===== src/rtl/inst_fetch_pkg.sv =====
// Shared definitions for the instruction fetch stage: state encoding,
// fault-cause codes and the reset instruction.
package fetch_pkg;

  typedef enum logic [2:0] {
    ST_IDLE  = 3'd0,
    ST_REQ   = 3'd1,
    ST_HOLD  = 3'd2,
    ST_FAULT = 3'd3,
    ST_DRAIN = 3'd4
  } fetch_state_e;

  localparam logic [1:0] FC_NONE     = 2'd0;
  localparam logic [1:0] FC_MISALIGN = 2'd1;
  localparam logic [1:0] FC_BUSERR   = 2'd2;
  localparam logic [1:0] FC_TIMEOUT  = 2'd3;

  // addi x0, x0, 0
  localparam logic [31:0] NOP_INST = 32'h0000_0013;

  // Instruction fetches must be word aligned.
  function automatic logic is_aligned(input logic [31:0] addr);
    return (addr[1:0] == 2'b00);
  endfunction

endpackage


===== src/rtl/inst_fetch_if.sv =====
// Instruction memory port: single-outstanding request/ready transaction.
interface inst_fetch_if;

  logic        mem_req;
  logic [31:0] mem_addr;
  logic        mem_ready;
  logic [31:0] mem_rdata;
  logic        mem_err;

  modport master (
    output mem_req,
    output mem_addr,
    input  mem_ready,
    input  mem_rdata,
    input  mem_err
  );

  modport slave (
    input  mem_req,
    input  mem_addr,
    output mem_ready,
    output mem_rdata,
    output mem_err
  );

endinterface


===== src/rtl/inst_fetch_timer.sv =====
// Wait counter for an outstanding memory request. 'expired' flags the
// cycle in which the count reaches MAX_WAIT, so the caller can leave the
// waiting state on that same edge (MAX_WAIT not-ready cycles in total).
module fetch_timer #(
  parameter int unsigned MAX_WAIT = 255
) (
  input  logic clk,
  input  logic reset,
  input  logic clr,
  input  logic en,
  output logic expired
);

  localparam logic [7:0] LIMIT = 8'(MAX_WAIT);

  logic [7:0] count_q;
  logic [7:0] count_d;

  // Next count and expiry detection.
  always_comb begin
    count_d = count_q;
    if (clr) begin
      count_d = 8'd0;
    end else if (en) begin
      count_d = count_q + 8'd1;
    end else begin
      count_d = count_q;
    end
    expired = en && !clr && (count_d == LIMIT);
  end

  // Count register.
  always_ff @(posedge clk or negedge reset) begin
    if (!reset) begin
      count_q <= 8'd0;
    end else begin
      count_q <= count_d;
    end
  end

endmodule


===== src/rtl/inst_fetch.sv =====
// Instruction fetch stage: takes a PC on request, runs one memory
// transaction, and holds the instruction (or a fault) for decode.
module inst_fetch
  import fetch_pkg::*;
#(
  parameter int unsigned MAX_WAIT   = 255,
  parameter logic [31:0] RESET_INST = NOP_INST
) (
  input  logic                clk,
  input  logic                reset,
  input  logic                fetch_start,
  input  logic [31:0]         pc_in,
  input  logic                flush,
  input  logic                inst_ack,
  inst_fetch_if.master        mem,
  output logic                inst_valid,
  output logic [31:0]         inst_out,
  output logic [31:0]         inst_pc,
  output logic                fetch_fault,
  output logic [1:0]          fault_cause,
  output logic                busy
);

  fetch_state_e state_q, state_d;
  logic         mem_req_q, mem_req_d;
  logic [31:0]  mem_addr_q, mem_addr_d;
  logic         inst_valid_q, inst_valid_d;
  logic [31:0]  inst_out_q, inst_out_d;
  logic [31:0]  inst_pc_q, inst_pc_d;
  logic         fetch_fault_q, fetch_fault_d;
  logic [1:0]   fault_cause_q, fault_cause_d;
  logic         busy_q, busy_d;

  logic         waiting_s;
  logic         tmr_en_s;
  logic         tmr_clr_s;
  logic         tmr_expired_s;
  logic         pc_ok_s;
  fetch_state_e start_state_s;
  logic [31:0]  start_addr_s;
  logic [1:0]   start_cause_s;
  logic [1:0]   cause_s;

  // The wait counter runs only while a request is on the bus (REQ or DRAIN).
  always_comb begin
    waiting_s = (state_q == ST_REQ) || (state_q == ST_DRAIN);
    tmr_en_s  = waiting_s && !mem.mem_ready;
    tmr_clr_s = !waiting_s;
  end

  fetch_timer #(
    .MAX_WAIT (MAX_WAIT)
  ) u_timer (
    .clk     (clk),
    .reset   (reset),
    .clr     (tmr_clr_s),
    .en      (tmr_en_s),
    .expired (tmr_expired_s)
  );

  // Outcome of accepting a fetch request for the current pc_in.
  always_comb begin
    pc_ok_s       = is_aligned(pc_in);
    start_state_s = pc_ok_s ? ST_REQ : ST_FAULT;
    start_addr_s  = pc_ok_s ? pc_in : mem_addr_q;
    start_cause_s = pc_ok_s ? FC_NONE : FC_MISALIGN;
  end

  // Next state and next register values; flush > ready/timeout > ack > start.
  always_comb begin
    state_d    = state_q;
    mem_addr_d = mem_addr_q;
    inst_out_d = inst_out_q;
    inst_pc_d  = inst_pc_q;
    cause_s    = fault_cause_q;

    case (state_q)
      ST_IDLE: begin
        if (flush) begin
          state_d = ST_IDLE;
        end else if (fetch_start) begin
          state_d    = start_state_s;
          mem_addr_d = start_addr_s;
          inst_pc_d  = pc_in;
          cause_s    = start_cause_s;
        end else begin
          state_d = ST_IDLE;
        end
      end

      ST_REQ: begin
        if (flush) begin
          // A transaction that completes or times out this cycle needs no drain.
          state_d = (mem.mem_ready || tmr_expired_s) ? ST_IDLE : ST_DRAIN;
        end else if (mem.mem_ready) begin
          if (mem.mem_err) begin
            state_d = ST_FAULT;
            cause_s = FC_BUSERR;
          end else begin
            state_d    = ST_HOLD;
            inst_out_d = mem.mem_rdata;
          end
        end else if (tmr_expired_s) begin
          state_d = ST_FAULT;
          cause_s = FC_TIMEOUT;
        end else begin
          state_d = ST_REQ;
        end
      end

      ST_HOLD: begin
        if (flush) begin
          state_d = ST_IDLE;
        end else if (inst_ack) begin
          if (fetch_start) begin
            state_d    = start_state_s;
            mem_addr_d = start_addr_s;
            inst_pc_d  = pc_in;
            cause_s    = start_cause_s;
          end else begin
            state_d = ST_IDLE;
          end
        end else begin
          state_d = ST_HOLD;
        end
      end

      ST_FAULT: begin
        if (flush || inst_ack) begin
          state_d = ST_IDLE;
        end else begin
          state_d = ST_FAULT;
        end
      end

      ST_DRAIN: begin
        if (mem.mem_ready || tmr_expired_s) begin
          state_d = ST_IDLE;
        end else begin
          state_d = ST_DRAIN;
        end
      end

      default: begin
        state_d = ST_IDLE;
        cause_s = FC_NONE;
      end
    endcase

    fault_cause_d = (state_d == ST_FAULT) ? cause_s : FC_NONE;
    mem_req_d     = (state_d == ST_REQ) || (state_d == ST_DRAIN);
    inst_valid_d  = (state_d == ST_HOLD);
    fetch_fault_d = (state_d == ST_FAULT);
    busy_d        = (state_d != ST_IDLE);
  end

  // State and registered outputs.
  always_ff @(posedge clk or negedge reset) begin
    if (!reset) begin
      state_q       <= ST_IDLE;
      mem_req_q     <= 1'b0;
      mem_addr_q    <= 32'd0;
      inst_valid_q  <= 1'b0;
      inst_out_q    <= RESET_INST;
      inst_pc_q     <= 32'd0;
      fetch_fault_q <= 1'b0;
      fault_cause_q <= FC_NONE;
      busy_q        <= 1'b0;
    end else begin
      state_q       <= state_d;
      mem_req_q     <= mem_req_d;
      mem_addr_q    <= mem_addr_d;
      inst_valid_q  <= inst_valid_d;
      inst_out_q    <= inst_out_d;
      inst_pc_q     <= inst_pc_d;
      fetch_fault_q <= fetch_fault_d;
      fault_cause_q <= fault_cause_d;
      busy_q        <= busy_d;
    end
  end

  assign mem.mem_req  = mem_req_q;
  assign mem.mem_addr = mem_addr_q;
  assign inst_valid   = inst_valid_q;
  assign inst_out     = inst_out_q;
  assign inst_pc      = inst_pc_q;
  assign fetch_fault  = fetch_fault_q;
  assign fault_cause  = fault_cause_q;
  assign busy         = busy_q;

endmodule


===== src/flat_wrapper.sv =====
// flat-port wrapper written by rule: the top's interface ports become plain ports
module inst_fetch_flat import fetch_pkg::*;
#(
  parameter int unsigned MAX_WAIT   = 255,
  parameter logic [31:0] RESET_INST = NOP_INST
)
  (clk, reset, fetch_start, pc_in, flush, inst_ack, inst_valid, inst_out, inst_pc, fetch_fault, fault_cause, busy, mem_mem_req, mem_mem_addr, mem_mem_ready, mem_mem_rdata, mem_mem_err);
  inst_fetch_if mem_i ();
  input  logic clk;
  input  logic reset;
  input  logic fetch_start;
  input  logic [31:0] pc_in;
  input  logic flush;
  input  logic inst_ack;
  output logic inst_valid;
  output logic [31:0] inst_out;
  output logic [31:0] inst_pc;
  output logic fetch_fault;
  output logic [1:0] fault_cause;
  output logic busy;
  output wire logic [$bits(mem_i.mem_req)-1:0] mem_mem_req;
  output wire logic [$bits(mem_i.mem_addr)-1:0] mem_mem_addr;
  input wire logic [$bits(mem_i.mem_ready)-1:0] mem_mem_ready;
  input wire logic [$bits(mem_i.mem_rdata)-1:0] mem_mem_rdata;
  input wire logic [$bits(mem_i.mem_err)-1:0] mem_mem_err;
  assign mem_mem_req = mem_i.mem_req;
  assign mem_mem_addr = mem_i.mem_addr;
  assign mem_i.mem_ready = mem_mem_ready;
  assign mem_i.mem_rdata = mem_mem_rdata;
  assign mem_i.mem_err = mem_mem_err;
  inst_fetch #(.MAX_WAIT(MAX_WAIT), .RESET_INST(RESET_INST)) u_core (.clk(clk), .reset(reset), .fetch_start(fetch_start), .pc_in(pc_in), .flush(flush), .inst_ack(inst_ack), .mem(mem_i), .inst_valid(inst_valid), .inst_out(inst_out), .inst_pc(inst_pc), .fetch_fault(fetch_fault), .fault_cause(fault_cause), .busy(busy));
endmodule

===== config.mk =====
export PLATFORM = sky130hd
export DESIGN_NAME = inst_fetch_flat
export DESIGN_NICKNAME = d
export VERILOG_FILES = /design/src/rtl/inst_fetch_pkg.sv /design/src/rtl/inst_fetch_if.sv /design/src/rtl/inst_fetch_timer.sv /design/src/rtl/inst_fetch.sv /design/src/flat_wrapper.sv
export SDC_FILE = /design/constraint.sdc
export NUM_CORES = 1
export LEC_CHECK = 0
export ABC_CLOCK_PERIOD_IN_PS = 2400
export CAP_MARGIN = 5
export CORE_ASPECT_RATIO = 1.25
export CORE_MARGIN = 2
export CORE_UTILIZATION = 45
export CTS_BUF_LIST = sky130_fd_sc_hd__clkbuf_2
export CTS_CLUSTER_SIZE = 30
export DETAILED_ROUTE_END_ITERATION = 8
export PLACE_DENSITY = 0.88
export SLEW_MARGIN = 20
export SYNTH_ARGS = -nofsm -noshare
export SYNTH_HDL_FRONTEND = slang
export SYNTH_SLANG_ARGS = --single-unit

===== constraint.sdc =====
create_clock -name clk -period 2.4 [get_ports clk]
set_input_delay 0.72 -clock clk [delete_from_list [all_inputs] [get_ports clk]]
set_output_delay 0.72 -clock clk [all_outputs]
set_load 0.05 [all_outputs]

==> reports/metrics.cfg <==
[clocking]
cts_tree=done
htreeDepth=4
post_cts_resize_count=108
clkLatencyLatePin_ns=0.63
root_buffer=clkbuf_2
cts.path.max_buffers=2
clk_pin_slew_worst_paths_ns=0.17
cts_num_sinks=113
cts_made_buffers=17
cts.hold.buffers_added=0
post_cts_buffers=0

[logic_synthesis]
synth_nets=368
syn-mean-instance-area_sq_um=15.4
muxShareOfSynthArea_pct=23.9
synth_area_sq_mm=0.00455
ys_types=46
synth_adder_area_share_pct=0.275
synth_common_cells=dfrtp_1, mux2_2, mux2_1, nor2_1, buf_2
synth_enable_flop_cells=0
synth-seq-area-share_pct=62.2
synth-compound-area-share_pct=3.93
synth_top_family_by_area=multiplexers
synth_area_leader_cell=dfrtp_1
synth_top_area_share_pct=60.5
synth_ff_type=dfrtp_1
yosys_warnings=0
ys_ff_latch=113
netlist_top_cells_area=dfrtp_1, mux2_2, mux2_1
syn_inst=296
yosysMostFrequentCell=dfrtp_1
synth_xor_xnor_area_share_pct=1.15
synth-simple-area-share_pct=6.57
synthArstFlopShare_pct=100

[grt]
grt_antenna_before_repair=0
grt_pass1_wl_mm=16.9
grt_overflow_total=0
grt_pass1_vias=3432
grt_max_degree=44
gr-usage-all-layers_pct=20.2

[sta]
post-route-period-util_pct=95.5
tns_ns=0
setup_viol=0
grt_setup_unrepaired=false
post-route-min-period_ns=2.29
finalMaxSlewViolations=0
report.final.hold_viol_count=0
max_clock_freq_ghz=0.436
fin_skew_ns=0.0313
tightest_slew_ns=0.813
slew_headroom_pct=45.3

[critical_path]
max_stage_delay_ns=0.54
path_buf_inv=1
critPathKind=reg -> out
critPathArrivalTime_ns=1.57
cp_slowest_cell=dlygate4sd2_1
cp_max_fo=2
start_kind=register
cp_cell_sequence=dlygate4sd2_1
worstSetupEndpointType=output port
cp.required_ns=1.68
crit_family=buffers and inverters

[place]
place_congestion=0.839
place_inst=603
port_buffers=172
dpl.hpwl_mm=7.97

[floorplan]
core_sq_mm=0.00995
placementRows=41
die_y_um=116
start_util_pct=45.8
io_pins=173
die_x_um=94.0
die_area_sq_mm=0.0109

[min_path]
hp-class=in -> async

[drt]
wl_per_cell_um=16.8
vias_per_cell=5.09
drtPass1Iterations=4
drt_iter0_markers=150
num_vias=3233
drc_errors=0
postRouteAntennaNets=0
wirelength_mm=10.7

[power_and_ir_drop]
p_leak_nw=3.14
pwr_density_cell_mw_per_mm2=1210
peakVddDrop_uv=626

[cells_and_area]
area_delta_synth_final_pct=46.1
diodes=0
nNetsFinal=565
fin_cells=635
drive_gt1_share_pct=25.1
utilization_pct=66.9

[run]
cap_viol_max_count=0

[run_status]
status=completed

-- final timing paths --
| check | from | to | slack [ns] | cells after the start |
|---|---|---|---|---|
| hold reg to reg | u_core.mem.mem_addr[0] | u_core.mem.mem_addr[0] | 0.50 | 1 |
| max in group asynchronous | reset | u_core.inst_pc[5] | 1.69 | 2 |
| hold / removal | reset | u_core.u_timer.count_q[1] | 0.05 | 1 |
| min in group clk | u_core.mem.mem_addr[0] | u_core.mem.mem_addr[0] | 0.50 | 1 |
| setup reg to reg | u_core.u_timer.count_q[1] | u_core.state_q[1] | 0.30 | 7 |
| setup / recovery | u_core.inst_out[20] | inst_out[20] | 0.11 | 1 |
-- final cells by class --
cell class	instances	area (sq um)
timing repair buffer	190	1810
tap	129	161
clock inverter	11	98.8
multi-input combinational	168	1640
clock buffer	21	105
sequential	113	2830
fill	756	3300
inverter	3	11.3
-- per-stage QoR --
step                worst slack [ns]  area (sq um)  power, mW  hold WS [ns]
floorplan                      0.260          4550       5.78         0.424
global placement              -0.137          6570       7.38         0.470
detailed placement            -0.256          6570       7.49         0.474
CTS                           0.0430          6650       8.16       0.00894
global route                 0.00112          6650       8.45        0.0174
finish                         0.107          6650       8.07        0.0524
-- registers in the layout (all words and copies together) (netlist names) --
| name | count |
|---|---|
| u_core.inst_out | 32 |
| u_core.busy | 1 |
| u_core.fetch_fault | 1 |
| u_core.u_timer.count_q | 8 |
| u_core.inst_pc | 32 |
| u_core.state_q | 3 |
| u_core.mem.mem_addr | 32 |
| u_core.fault_cause | 2 |
| u_core.inst_valid | 1 |
| u_core.mem.mem_req | 1 |
-- where the power goes --
part	total [mW]	internal, mW	switching (mW)	leakage, nW
combinational	4.09	1.19	2.91	1.62
sequential	2.86	2.55	0.307	1.38
clock	1.12	0.470	0.649	0.139
total	8.07	4.20	3.86	3.14
-- per-layer routing --
layer / up-vias / track usage [%] / wire [um]
met5: - / 0 / 0
met3: 21 / 7.48 / 815
li1: 1463 / - / -
met2: 137 / 35.1 / 5720
met4: 0 / 8.41 / 246
met1: 1612 / 22.4 / 3880
-- kinds of logic after synthesis --
kind of cell	Yosys count
buffers and inverters	15
AND/OR/NAND/NOR	44
multiplexers	97
flip-flops	113
XOR/XNOR	6
AO/OA/AOI/OAI	20
adder cells (fa/ha/maj)	1
-- placed cells by master (no fill, tap or decap), drive strengths merged, types with 5 or more instances in the layout --
cell type / instances
dfrtp: 110
clkdlybuf4s50: 69
dlygate4sd2: 99
xor2: 5
clkbuf: 21
mux2: 94
o21ai: 7
buf: 19
nor2: 10
clkinv: 9
nand4: 6
(Power assumes the default switching activity.)
